## config.mk

```make
export PLATFORM = sky130hd
export DESIGN_NAME = serial_subtractor
export DESIGN_NICKNAME = d
export VERILOG_FILES = /design/src/rtl/serial_subtractor.sv
export SDC_FILE = /design/constraint.sdc
export NUM_CORES = 1
export LEC_CHECK = 0
export CORE_ASPECT_RATIO = 1.25
export CORE_MARGIN = 8
export CORE_UTILIZATION = 40
export DETAILED_ROUTE_END_ITERATION = 12
export MAX_ROUTING_LAYER = met4
export SYNTH_ARGS = -nofsm -noshare
export SYNTH_HDL_FRONTEND = slang
export SYNTH_SLANG_ARGS = --single-unit
```

## constraint.sdc

```tcl
create_clock -name clk -period 1.7 [get_ports clk]
set_input_delay 0.34 -clock clk [delete_from_list [all_inputs] [get_ports clk]]
set_output_delay 0.34 -clock clk [all_outputs]
set_load 0.005 [all_outputs]
```

## src/rtl/serial_subtractor.sv

```systemverilog
// ---------------------------------------------------------------------------
// serial_subtractor
//   Bit-serial unsigned subtractor computing Diff = A - B with a borrow out.
//   One difference bit is produced per clock, LSB first, by a single
//   subtractor cell whose borrow is kept in a flop between bits. Operands
//   are captured on the edge that accepts start; the result registers
//   update only on the last RUN edge and hold between operations.
//
// Ports
//   clk    in   1      rising-edge clock
//   rst_n  in   1      synchronous active-low reset, aborts any operation
//   start  in   1      request, sampled when the unit can take new work
//   A      in   WIDTH  minuend, captured with start
//   B      in   WIDTH  subtrahend, captured with start
//   busy   out  1      high while an operation runs or completes
//   done   out  1      one-cycle pulse, Diff/Bout valid
//   Diff   out  WIDTH  (A - B) mod 2^WIDTH
//   Bout   out  1      1 iff A < B
// ---------------------------------------------------------------------------
module serial_subtractor #(
  parameter int WIDTH = 8
) (
  input  logic             clk,
  input  logic             rst_n,
  input  logic             start,
  input  logic [WIDTH-1:0] A,
  input  logic [WIDTH-1:0] B,
  output logic             busy,
  output logic             done,
  output logic [WIDTH-1:0] Diff,
  output logic             Bout
);

  localparam int CNT_W = (WIDTH > 1) ? $clog2(WIDTH) : 1;
  localparam logic [CNT_W-1:0] CNT_LAST = CNT_W'(WIDTH - 1);

  localparam logic [1:0] S_IDLE = 2'd0;
  localparam logic [1:0] S_RUN  = 2'd1;
  localparam logic [1:0] S_DONE = 2'd2;

  // Full-subtractor cell: returns {borrow_out, diff_bit}.
  function automatic logic [1:0] sub_cell(input logic a, input logic b,
                                          input logic br);
    logic d;
    logic bo;
    d  = a ^ b ^ br;
    bo = (~a & b) | (~(a ^ b) & br);
    return {bo, d};
  endfunction

  logic [1:0]       r_state;
  logic [WIDTH-1:0] r_a;
  logic [WIDTH-1:0] r_b;
  logic [WIDTH-1:0] r_work;
  logic             r_borrow;
  logic [CNT_W-1:0] r_cnt;
  logic [WIDTH-1:0] r_diff;
  logic             r_bout;

  logic [1:0]       w_cell;
  logic             w_d;
  logic             w_borrow_nxt;
  logic [WIDTH:0]   w_work_ext;
  logic [WIDTH-1:0] w_work_nxt;

  assign w_cell       = sub_cell(r_a[0], r_b[0], r_borrow);
  assign w_d          = w_cell[0];
  assign w_borrow_nxt = w_cell[1];

  // New bit enters at the MSB; written via a WIDTH+1 vector so WIDTH=1 works.
  assign w_work_ext = {w_d, r_work};
  assign w_work_nxt = w_work_ext[WIDTH:1];

  always_ff @(posedge clk) begin
    if (!rst_n) begin
      r_state  <= S_IDLE;
      r_a      <= '0;
      r_b      <= '0;
      r_work   <= '0;
      r_borrow <= 1'b0;
      r_cnt    <= '0;
      r_diff   <= '0;
      r_bout   <= 1'b0;
    end else begin
      case (r_state)
        S_IDLE: begin
          if (start) begin
            r_a      <= A;
            r_b      <= B;
            r_work   <= '0;
            r_borrow <= 1'b0;
            r_cnt    <= '0;
            r_state  <= S_RUN;
          end
        end
        S_RUN: begin
          r_a      <= r_a >> 1;
          r_b      <= r_b >> 1;
          r_work   <= w_work_nxt;
          r_borrow <= w_borrow_nxt;
          r_cnt    <= r_cnt + CNT_W'(1);
          if (r_cnt == CNT_LAST) begin
            r_diff  <= w_work_nxt;
            r_bout  <= w_borrow_nxt;
            r_state <= S_DONE;
          end
        end
        S_DONE: begin
          // The edge leaving DONE doubles as an accept slot, so start held
          // high yields one operation every WIDTH+1 cycles.
          if (start) begin
            r_a      <= A;
            r_b      <= B;
            r_work   <= '0;
            r_borrow <= 1'b0;
            r_cnt    <= '0;
            r_state  <= S_RUN;
          end else begin
            r_state <= S_IDLE;
          end
        end
        default: r_state <= S_IDLE;
      endcase
    end
  end

  assign busy = (r_state != S_IDLE);
  assign done = (r_state == S_DONE);
  assign Diff = r_diff;
  assign Bout = r_bout;

endmodule
```

[Word-level counts from Yosys, hierarchy flattened]
Index checks and enable logic that the tools add are counted.
Word-level totals
  flip-flop bits (word level): 39
  output and inout port bits: 11
Cells by class
  add/subtract/negate cells: 1
  equal/unequal tests: 6
  muxes and demuxes: 14
  bitwise logic cells: 7
  reduce and logical (&&, ||, !) cells: 7
Operator list (count)
  8-bit one-hot mux with 2 select lines: 3
  8-bit 2-to-1 mux: 3
  2-bit one-hot mux with 3 select lines: 1
  3-bit one-hot mux with 2 select lines: 1
  2-bit AND reduction: 3
  2-bit 2-to-1 mux: 2
  2-bit inequality test, second input constant: 2
  2-bit nonzero test: 2
  3-bit by 1-bit adder with 3-bit output, second input constant: 1
  3-bit equality test, second input constant: 1
  3-bit 2-to-1 mux: 1
  1-bit bitwise AND: 2
  2-bit by 1-bit equality test with 1-bit output, second input constant: 1
  2-bit equality test, second input constant: 1
  2-bit logical NOT: 1
  1-bit 2-to-1 mux: 2
  2-bit by 1-bit inequality test with 1-bit output, second input constant: 1
  1-bit inverter: 2
  1-bit one-hot mux with 2 select lines: 1
  2-bit OR reduction: 1
  1-bit XOR: 2
  1-bit bitwise OR: 1

[Depth between registers and ports, before layout]
Gate-level depths: netlist of run 1.
  word-level depth: 5
  mapped depth: 6
  depth with buffers taken out: 5

[Least setup slack after synthesis of run 1]
Ideal clock, no wire load.
  path kind: register -> register
  from: register r_cnt[0]
  to: register r_state[0]
  setup time: 128 ps
  data arrival time: 1102 ps
  setup slack: 470 ps
  stages on the path, launching flop included: 6
  buffers on the path: 1
  period minus slack after synthesis: 1230 ps
  path through: dfxtp_1 > ha_1 > ha_1 > buf_1 > o21a_1 > nor2_1
On the way
  longest elaborated chain between the ends: 3
RTL lines
  from (decl): RTL line 56  | logic [CNT_W-1:0] r_cnt;
  from (signal assigned): RTL line 101  | r_cnt <= r_cnt + CNT_W'(1);
  3-bit equality test: RTL line 102  | if (r_cnt == CNT_LAST) begin
  2-bit inequality test (no source line)
  2-bit AND reduction (no source line)
  to (signal assigned): RTL line 105  | r_state <= S_DONE;
  to (signal assigned): RTL line 117  | r_state <= S_RUN;
  to (signal assigned): RTL line 119  | r_state <= S_IDLE;
  to (decl): RTL line 51  | logic [1:0] r_state;
Every way passes these cells.
A chain may end at the register's enable or synchronous reset.

[Final worst setup path of run 1]
  from: register r_state[1]
  to: output done
On the way
  longest elaborated chain between the ends: 1
RTL lines
  from (signal assigned): RTL line 76  | r_state <= S_IDLE;
  from (signal assigned): RTL line 93  | r_state <= S_RUN;
  from (signal assigned): RTL line 105
  2-bit equality test: RTL line 128  | assign done = (r_state == S_DONE);
  to (decl): RTL line 29  | output logic done,
Every way passes these cells.

==> flow_summary.toml, run 1 <==
[floorplanning]
coreArea_sq_mm = 0.00429
die_x_um = 74.9
die_y_um = 89.7
io_pins = 30
rows = 27
initial_core_util = 0.405
dieArea_sq_mm = 0.00672

[route]
wl_um = 3560
drc = 0
dr.pass1.iters = 4
wl_per_cell_um = 13.3
drtIter0Drc = 64
ant_nets = 0
via_count = 1353
vias_per_cell = 5.05

[timing]
tightest_slew_ps = 390
hold_viol = 0
fin_ws_ps = 102
period_share = 0.940
maxSlewViolCount = 0
slew_headroom = 0.739
fin_crit_ps = 1600
setup_violations = 0
rsz0062_at_grt = "no"
hold_ws_ps = 457
max_freq_mhz = 626
fin_worst_skew_ps = 1.67
setup_tns_ps = 0

[synth]
yosysTopAreaCellShare = 0.438
seq_area_frac_synth = 0.438
synth_cells = 180
synth.distinct_cells = 28
syn_nets = 202
synth.cell_area_sq_mm = 0.00174
avgSynthCellArea_sq_um = 9.65
synth_seq_cells = 38
ys_warn_count = 0
yosysTopAreaCell = "dfxtp_1"
yosys-top-cells-area = "dfxtp_1 (44%), mux2i_1 (9.2%), a211oi_2 (8.6%)"

[placed_design]
dpl.hpwl_um = 2520
numPortBuffers = 29
dp_slack_ps = 139
gp_congestion = 0.718

[clocking]
clockBufferDepth = 2
holdBufCountCts = 0
cts_made_buffers = 5
worstSkewPairLatency_ps = 280
cts-root-buf = "clkbuf_8"
clk_pin_slew_worst_paths_ps = 70
clock-sinks = 38
cts.htree.levels = 2
cts_tree = "done"

[power]
combinationalPowerShare = 0.164
power_leakage_uw = 0.000768
pwr-share-seq = 0.509
power_switching_uw = 481
max-vdd-ir-drop_uv = 626
clockPowerShare = 0.327
p_int_uw = 1420
p_per_area_mw_per_mm2 = 879
switching_share = 0.253

[setup_path]
reg2reg_from = "r_state[0]"
crit_path_max_fanout = 3
cp_data_required_time_ps = 1360
endpoint_kind = "output port"
critPathKind = "register to output port"
start_kind = "register"
crit_start = "r_state[1]"
crit_arrival_ps = 1260

[grt]
grt_pass1_wl_um = 6200
grt_max_degree = 39
overflow = 0
grt_use_total = 0.121
antenna_found_initial = 0
grt_pass1_vias = 1404

[hold_path]
hold_path_class = "register to register"
min_from = "Diff[4]"

[layout]
layout_commonest_cell = "dfxtp_1"
multi_input_area_sq_um = 851
final_cell_mix = "dfxtp_1 (38), clkdlybuf4s50_1 (28), nand3_1 (21)"
regArea_sq_um = 761
drive_gt1_frac = 0.171
fin_nets = 231
fillers = 436
diodes = 0
area_growth_syn_to_layout_pct = 24.4

[outcome]
status = "finished, final reports clean"

[run]
max_cap_viol_count = 0
## path summary, 6_finish.rpt
path | slack (ps) | cells past startpoint | end
hold / removal | 460 | 2 | Diff[4]
hold reg to reg | 460 | 2 | Diff[4]
setup reg to reg | 250 | 4 | r_a[1]
setup / recovery | 100 | 2 | done
## per-stage QoR
stage | util | cells | instance area (sq um) | total power, uW
floorplan | - | 180 | 1740 | 1220
global placement | 0.481 | 260 | 2070 | 1290
detailed placement | 0.481 | 260 | 2070 | 1300
CTS | 0.503 | 268 | 2160 | 1930
global route | 0.503 | 268 | 2160 | 2000
finish | 0.503 | 268 | 2160 | 1900
## synthesized netlist by cell type
| library cell | n |
|---|---|
| nor2b_1 | 1 |
| nor2b_4 | 1 |
| fa_1 | 1 |
| nand2_1 | 17 |
| or2_2 | 1 |
| nand2_2 | 1 |
| a21oi_1 | 20 |
| nor3_2 | 2 |
| o21a_1 | 3 |
| nand3b_1 | 1 |
| nor3_1 | 12 |
| ha_1 | 2 |
| a211oi_2 | 12 |
| buf_2 | 4 |
| dfxtp_1 | 38 |
| buf_6 | 5 |
| mux2i_1 | 16 |
| clkbuf_1 | 3 |
| buf_4 | 3 |
| nor2_1 | 4 |
| inv_1 | 3 |
| nand2b_1 | 3 |
| a211oi_1 | 2 |
| or2b_4 | 1 |
| and2b_2 | 1 |
| a311oi_2 | 1 |
| buf_1 | 1 |
| nand3_1 | 21 |
## timing repair
| action | in CTS | in global routing |
|---|---|---|
| gates resized for setup | 0 | 1 |
| setup endpoints to repair | 0 | 1 |
| buffers inserted | 0 | 0 |
## power by group through the flow
| stage | combinational (uW) | clock [uW] | sequential (uW) |
|---|---|---|---|
| detailed placement | 317 | 0 | 986 |
| global route | 346 | 680 | 971 |
| CTS | 318 | 643 | 965 |
| global placement | 308 | 0 | 984 |
| finish | 312 | 621 | 965 |
| floorplan | 243 | 0 | 978 |
## layer usage
metal  part of all wire  vias up  GRT usage
met5                  0        -          -
met4             0.0011        0     0.0268
met3              0.058        2     0.0456
met2               0.49       26      0.206
met1               0.45      634      0.131
li1                   -      691          -
## logic make-up after synthesis
family / count (synthesis) / share of synthesized area
AO/OA/AOI/OAI: 38 / 0.174
adder cells (fa/ha/maj): 3 / 0.0259
buffers and inverters: 19 / 0.0720
flip-flops: 38 / 0.438
multiplexers: 16 / 0.0922
AND/OR/NAND/NOR: 66 / 0.197
## worst max-delay path, cell delays in order (launching register included)
cell and delay, ps:
dfxtp_1 340, nor2b_1 130, clkdlybuf4s50_1 510
## state kept, by name (all words and copies together) (netlist names)
register  count
r_a           8
Diff          8
r_borrow      1
r_work        7
r_cnt         3
r_b           8
Bout          1
r_state       2
## final cells by class
type	count	area share
Multi-Input combinational cell	123	0.394
Tap cell	58	0.0336
Timing Repair Buffer	38	0.173
Clock buffer	7	0.0400
Clock inverter	1	0.00232
Sequential cell	38	0.352
Inverter	3	0.00521
Note: power is estimated with default switching activity, not from simulation.
==> inputs of run 2 (changes only) <==
Settings changed: SETUP_SLACK_MARGIN from default to 0.15.
==> flow_summary.toml, run 2 (synthesis results as in run 1) <==
[timing]
setup_violations = 0
setup_tns_ps = 0
rsz0062_at_grt = "no"
max_freq_mhz = 675
fin_worst_skew_ps = 1.97
slew_headroom = 0.740
maxSlewViolCount = 0
hold_viol = 0
period_share = 0.871
tightest_slew_ps = 389
fin_crit_ps = 1480

[hold_path]
hold_path_class = "register to register"
hold_path_depth = 2

[power]
p_per_area_mw_per_mm2 = 878
power_leakage_uw = 0.000765
max-vdd-ir-drop_uv = 625

[grt]
grt_use_met1 = 0.131
grt_util_met2 = 0.206
busiest_layer = "met2"
antenna_found_initial = 0
grt_pass1_wl_um = 6220
overflow = 0
grt_use_total = 0.122
use_met3 = 0.0456
grt_max_degree = 39
grt_pass1_vias = 1404

[clocking]
post_cts_buffers = 0
cts-root-buf = "clkbuf_8"
clk_pin_slew_worst_paths_ps = 70
cts.htree.levels = 2
cts_made_buffers = 5
worstSkewPairLatency_ps = 280
clock-sinks = 38
holdBufCountCts = 0
clockBufferDepth = 2
cts_tree = "done"

[route]
ant_nets = 0
via_count = 1360
wl_per_cell_um = 13.2
wl_um = 3540
drc = 0
vias_per_cell = 5.07
drtIter0Drc = 64
dr.pass1.iters = 6

[floorplanning]
die_y_um = 89.7
io_pins = 30
coreArea_sq_mm = 0.00429
initial_core_util = 0.405
dieArea_sq_mm = 0.00672
die_x_um = 74.9
rows = 27

[setup_path]
reg2regPathDepth = 5
cp_data_required_time_ps = 1360
critPathKind = "register to output port"
reg2reg_setup_slack_ps = 370
crit_arrival_ps = 1140
start_kind = "register"
endpoint_kind = "output port"
crit_path_max_fanout = 3

[placed_design]
numPortBuffers = 29
dpl.hpwl_um = 2520
gp_congestion = 0.718
dpl-instance-area_sq_mm = 0.00207

[run]
max_cap_viol_count = 0

[layout]
final_cell_mix = "dfxtp_1 (38), clkdlybuf4s50_1 (27), nand3_1 (21)"
design_area_sq_mm = 0.00216
area_growth_syn_to_layout_pct = 24.4
drive_gt1_frac = 0.171
fin_nets = 231
diodes = 0
layout_commonest_cell = "dfxtp_1"

[outcome]
status = "finished, final reports clean"
[run 2: cell count changes in the layout (fill, tap and decap cells not counted)]
cell	delta
clkdlybuf4s50_1	-1
dlygate4sd2_1	+2
dlymetal6s2s_1	-1
nand2_2	-1
nand2_4	+1
[run 2: cell type report]
cell class	count	area [sq um]
clock buffer	7	86.3
clock inverter	1	5.00
fill	434	2130
inverter	3	11.3
multi-input combinational	123	856
sequential	38	761
tap	58	72.6
timing repair buffer	38	368
[run 2: metal layers]
layer  wire [um]  share of wire
met5           0              0
met4           7         0.0020
met3         209          0.059
met2        1730           0.49
met1        1590           0.45
[run 2: final timing paths]
check | endpoint | from
worst min register to register | Diff[4] | Diff[4]
worst max-delay path | busy | r_state[0]
worst min-delay path | Diff[4] | Diff[4]
worst max register to register | Diff[7] | r_cnt[0]
[run 2: metrics by stage]
stage	utilization	setup WS, ps	hold slack [ps]	std cells	power (uW)
5_1_grt	0.503	153	484	268	2000
3_3_place_gp	0.481	169	447	260	1290
3_5_place_dp	0.481	139	450	260	1300
4_1_cts	0.502	200	462	268	1920
6_report	0.503	219	457	268	1900
2_1_floorplan	-	470	444	180	1220
[run 2: repair_timing]
action | CTS | global route
setup endpoints to repair | 2 | 11
gates resized for setup | 2 | 1
cloned | 0 | 0
endpoints found under the hold margin | 0 | 0
[run 2: power by group]
group / total (uW) / internal [uW] / switching, uW
registers: 965 / 938 / 27.1
clock network: 618 / 327 / 291
logic: 314 / 153 / 161
[run 2: worst max-delay path, stage by stage, from the launching register on]
cell	delay [ps]
dfxtp_1	320
or2_2	280
dlygate4sd2_1	260
==> inputs of run 3 (changes only) <==
Settings changed: CORE_ASPECT_RATIO 1.25 to default, CORE_MARGIN 8 to 3.
==> flow_summary.toml, run 3 (synthesis results as in run 1) <==
[outcome]
status = "finished, final reports clean"

[timing]
rsz0062_at_grt = "no"
max_freq_mhz = 676
maxSlewViolCount = 0
period_share = 0.871
fin_ws_ps = 220
fin_worst_skew_ps = 6.30
slew_headroom = 0.741
fin_crit_ps = 1480
tightest_slew_ps = 387
setup_tns_ps = 0
setup_violations = 0
hold_viol = 0

[clocking]
cts_made_buffers = 5
worstSkewPairLatency_ps = 280
clock-sinks = 38
clk_pin_slew_worst_paths_ps = 70
clockBufferDepth = 2
cts_tree = "done"
cts.htree.levels = 2
holdBufCountCts = 0
cts-root-buf = "clkbuf_8"

[setup_path]
cp_top_family = "flip-flops"
crit_arrival_ps = 1140
critPathKind = "register to output port"
cp_slowest_cell = "dfxtp_4"
crit_path_max_fanout = 5
worstPathCellList = "or2_2 > clkdlybuf4s15_1"
start_kind = "register"
slowest_delay_ps = 370
cp_data_required_time_ps = 1360
worst-path-buf-inv = 1
endpoint_kind = "output port"

[power]
power_switching_uw = 486
switching_share = 0.256
p_per_area_mw_per_mm2 = 880
clockPowerShare = 0.328
max-vdd-ir-drop_uv = 488
power_leakage_uw = 0.000774
p_int_uw = 1420
power.total_uw = 1900
combinationalPowerShare = 0.163
pwr-share-seq = 0.509

[run]
max_cap_viol_count = 0

[route]
wl_um = 3550
vias_per_cell = 5.38
via_count = 1394
drc = 0
drtIter0Drc = 99
ant_nets = 0
dr.pass1.iters = 5
wl_per_cell_um = 13.7

[grt]
grt_util_met2 = 0.224
grt_use_met1 = 0.200
busiest_layer = "met2"
antenna_found_initial = 0
grt_pass1_vias = 1304
grt_use_total = 0.153
grt_pass1_wl_um = 6030
grt_max_degree = 39
use_met3 = 0.0471
overflow = 0

[placed_design]
gp_congestion = 0.740
numPortBuffers = 29
dpl.hpwl_um = 2360
dp_slack_ps = 58.1
dpl-instance-area_sq_mm = 0.00204

[floorplanning]
die_y_um = 71.9
rows = 23
initial_core_util = 0.425
die_x_um = 71.9
dieArea_sq_mm = 0.00517
coreArea_sq_mm = 0.00409
io_pins = 30

[layout]
fin_nets = 230
area_growth_syn_to_layout_pct = 24.4
final_cell_mix = "dfxtp_1 (36), clkdlybuf4s50_1 (27), nand3_1 (21)"
diodes = 0
layout_commonest_cell = "dfxtp_1"
drive_gt1_frac = 0.177
design_area_sq_mm = 0.00216
final_util = 0.529

[hold_path]
hold_path_class = "register to register"
run 3: changes by cell type in the layout (fill, tap and decap cells not counted), moves of 2 or more:
cell and delta:
buf_4 -3, dlygate4sd2_1 -2, dfxtp_4 +2, dfxtp_1 -2
run 3: stage by stage:
step | hold WS (ps) | cells
2_1_floorplan | 444 | 180
3_3_place_gp | 444 | 250
3_5_place_dp | 450 | 250
4_1_cts | 461 | 258
5_1_grt | 489 | 259
6_report | 456 | 259
run 3: routing by layer:
| metal | share of wire | vias to the layer above |
|---|---|---|
| met5 | 0 | - |
| met4 | 0.0076 | 0 |
| met3 | 0.041 | 2 |
| met2 | 0.48 | 32 |
| met1 | 0.47 | 669 |
| li1 | - | 691 |
run 3: final timing paths:
| check | startpoint | to | slack [ps] | cells past startpoint |
|---|---|---|---|---|
| max reg2reg | r_state[0] | r_b[3] | 270 | 5 |
| min | Diff[5] | Diff[5] | 460 | 2 |
| min reg2reg | Diff[5] | Diff[5] | 460 | 2 |
| max | r_state[0] | busy | 220 | 2 |
run 3: power groups by stage:
stage / Combinational, uW / Sequential [uW] / Clock (uW)
finish: 311 / 967 / 624
detailed placement: 310 / 988 / 0
floorplan: 243 / 978 / 0
global route: 339 / 974 / 697
CTS: 311 / 967 / 652
global placement: 302 / 985 / 0
run 3: layout make-up:
class / count / area, sq um
inverter: 3 / 11.3
fill: 389 / 1930
tap: 50 / 62.6
timing repair buffer: 37 / 377
multi-input combinational: 123 / 851
clock buffer: 7 / 86.3
clock inverter: 1 / 5.00
sequential: 38 / 768
run 3: what timing repair did:
action                                 CTS  global route
setup endpoints to repair               18            15
resized for setup                        5             5
buffers inserted                         0             1
endpoints found under the hold margin    0             0
run 3: tightest hold or removal path: cells and delay by family (launching register included):
kind / cells / cell delay (ps)
flops: 1 / 310
simple gates: 1 / 50
compound gates: 1 / 50
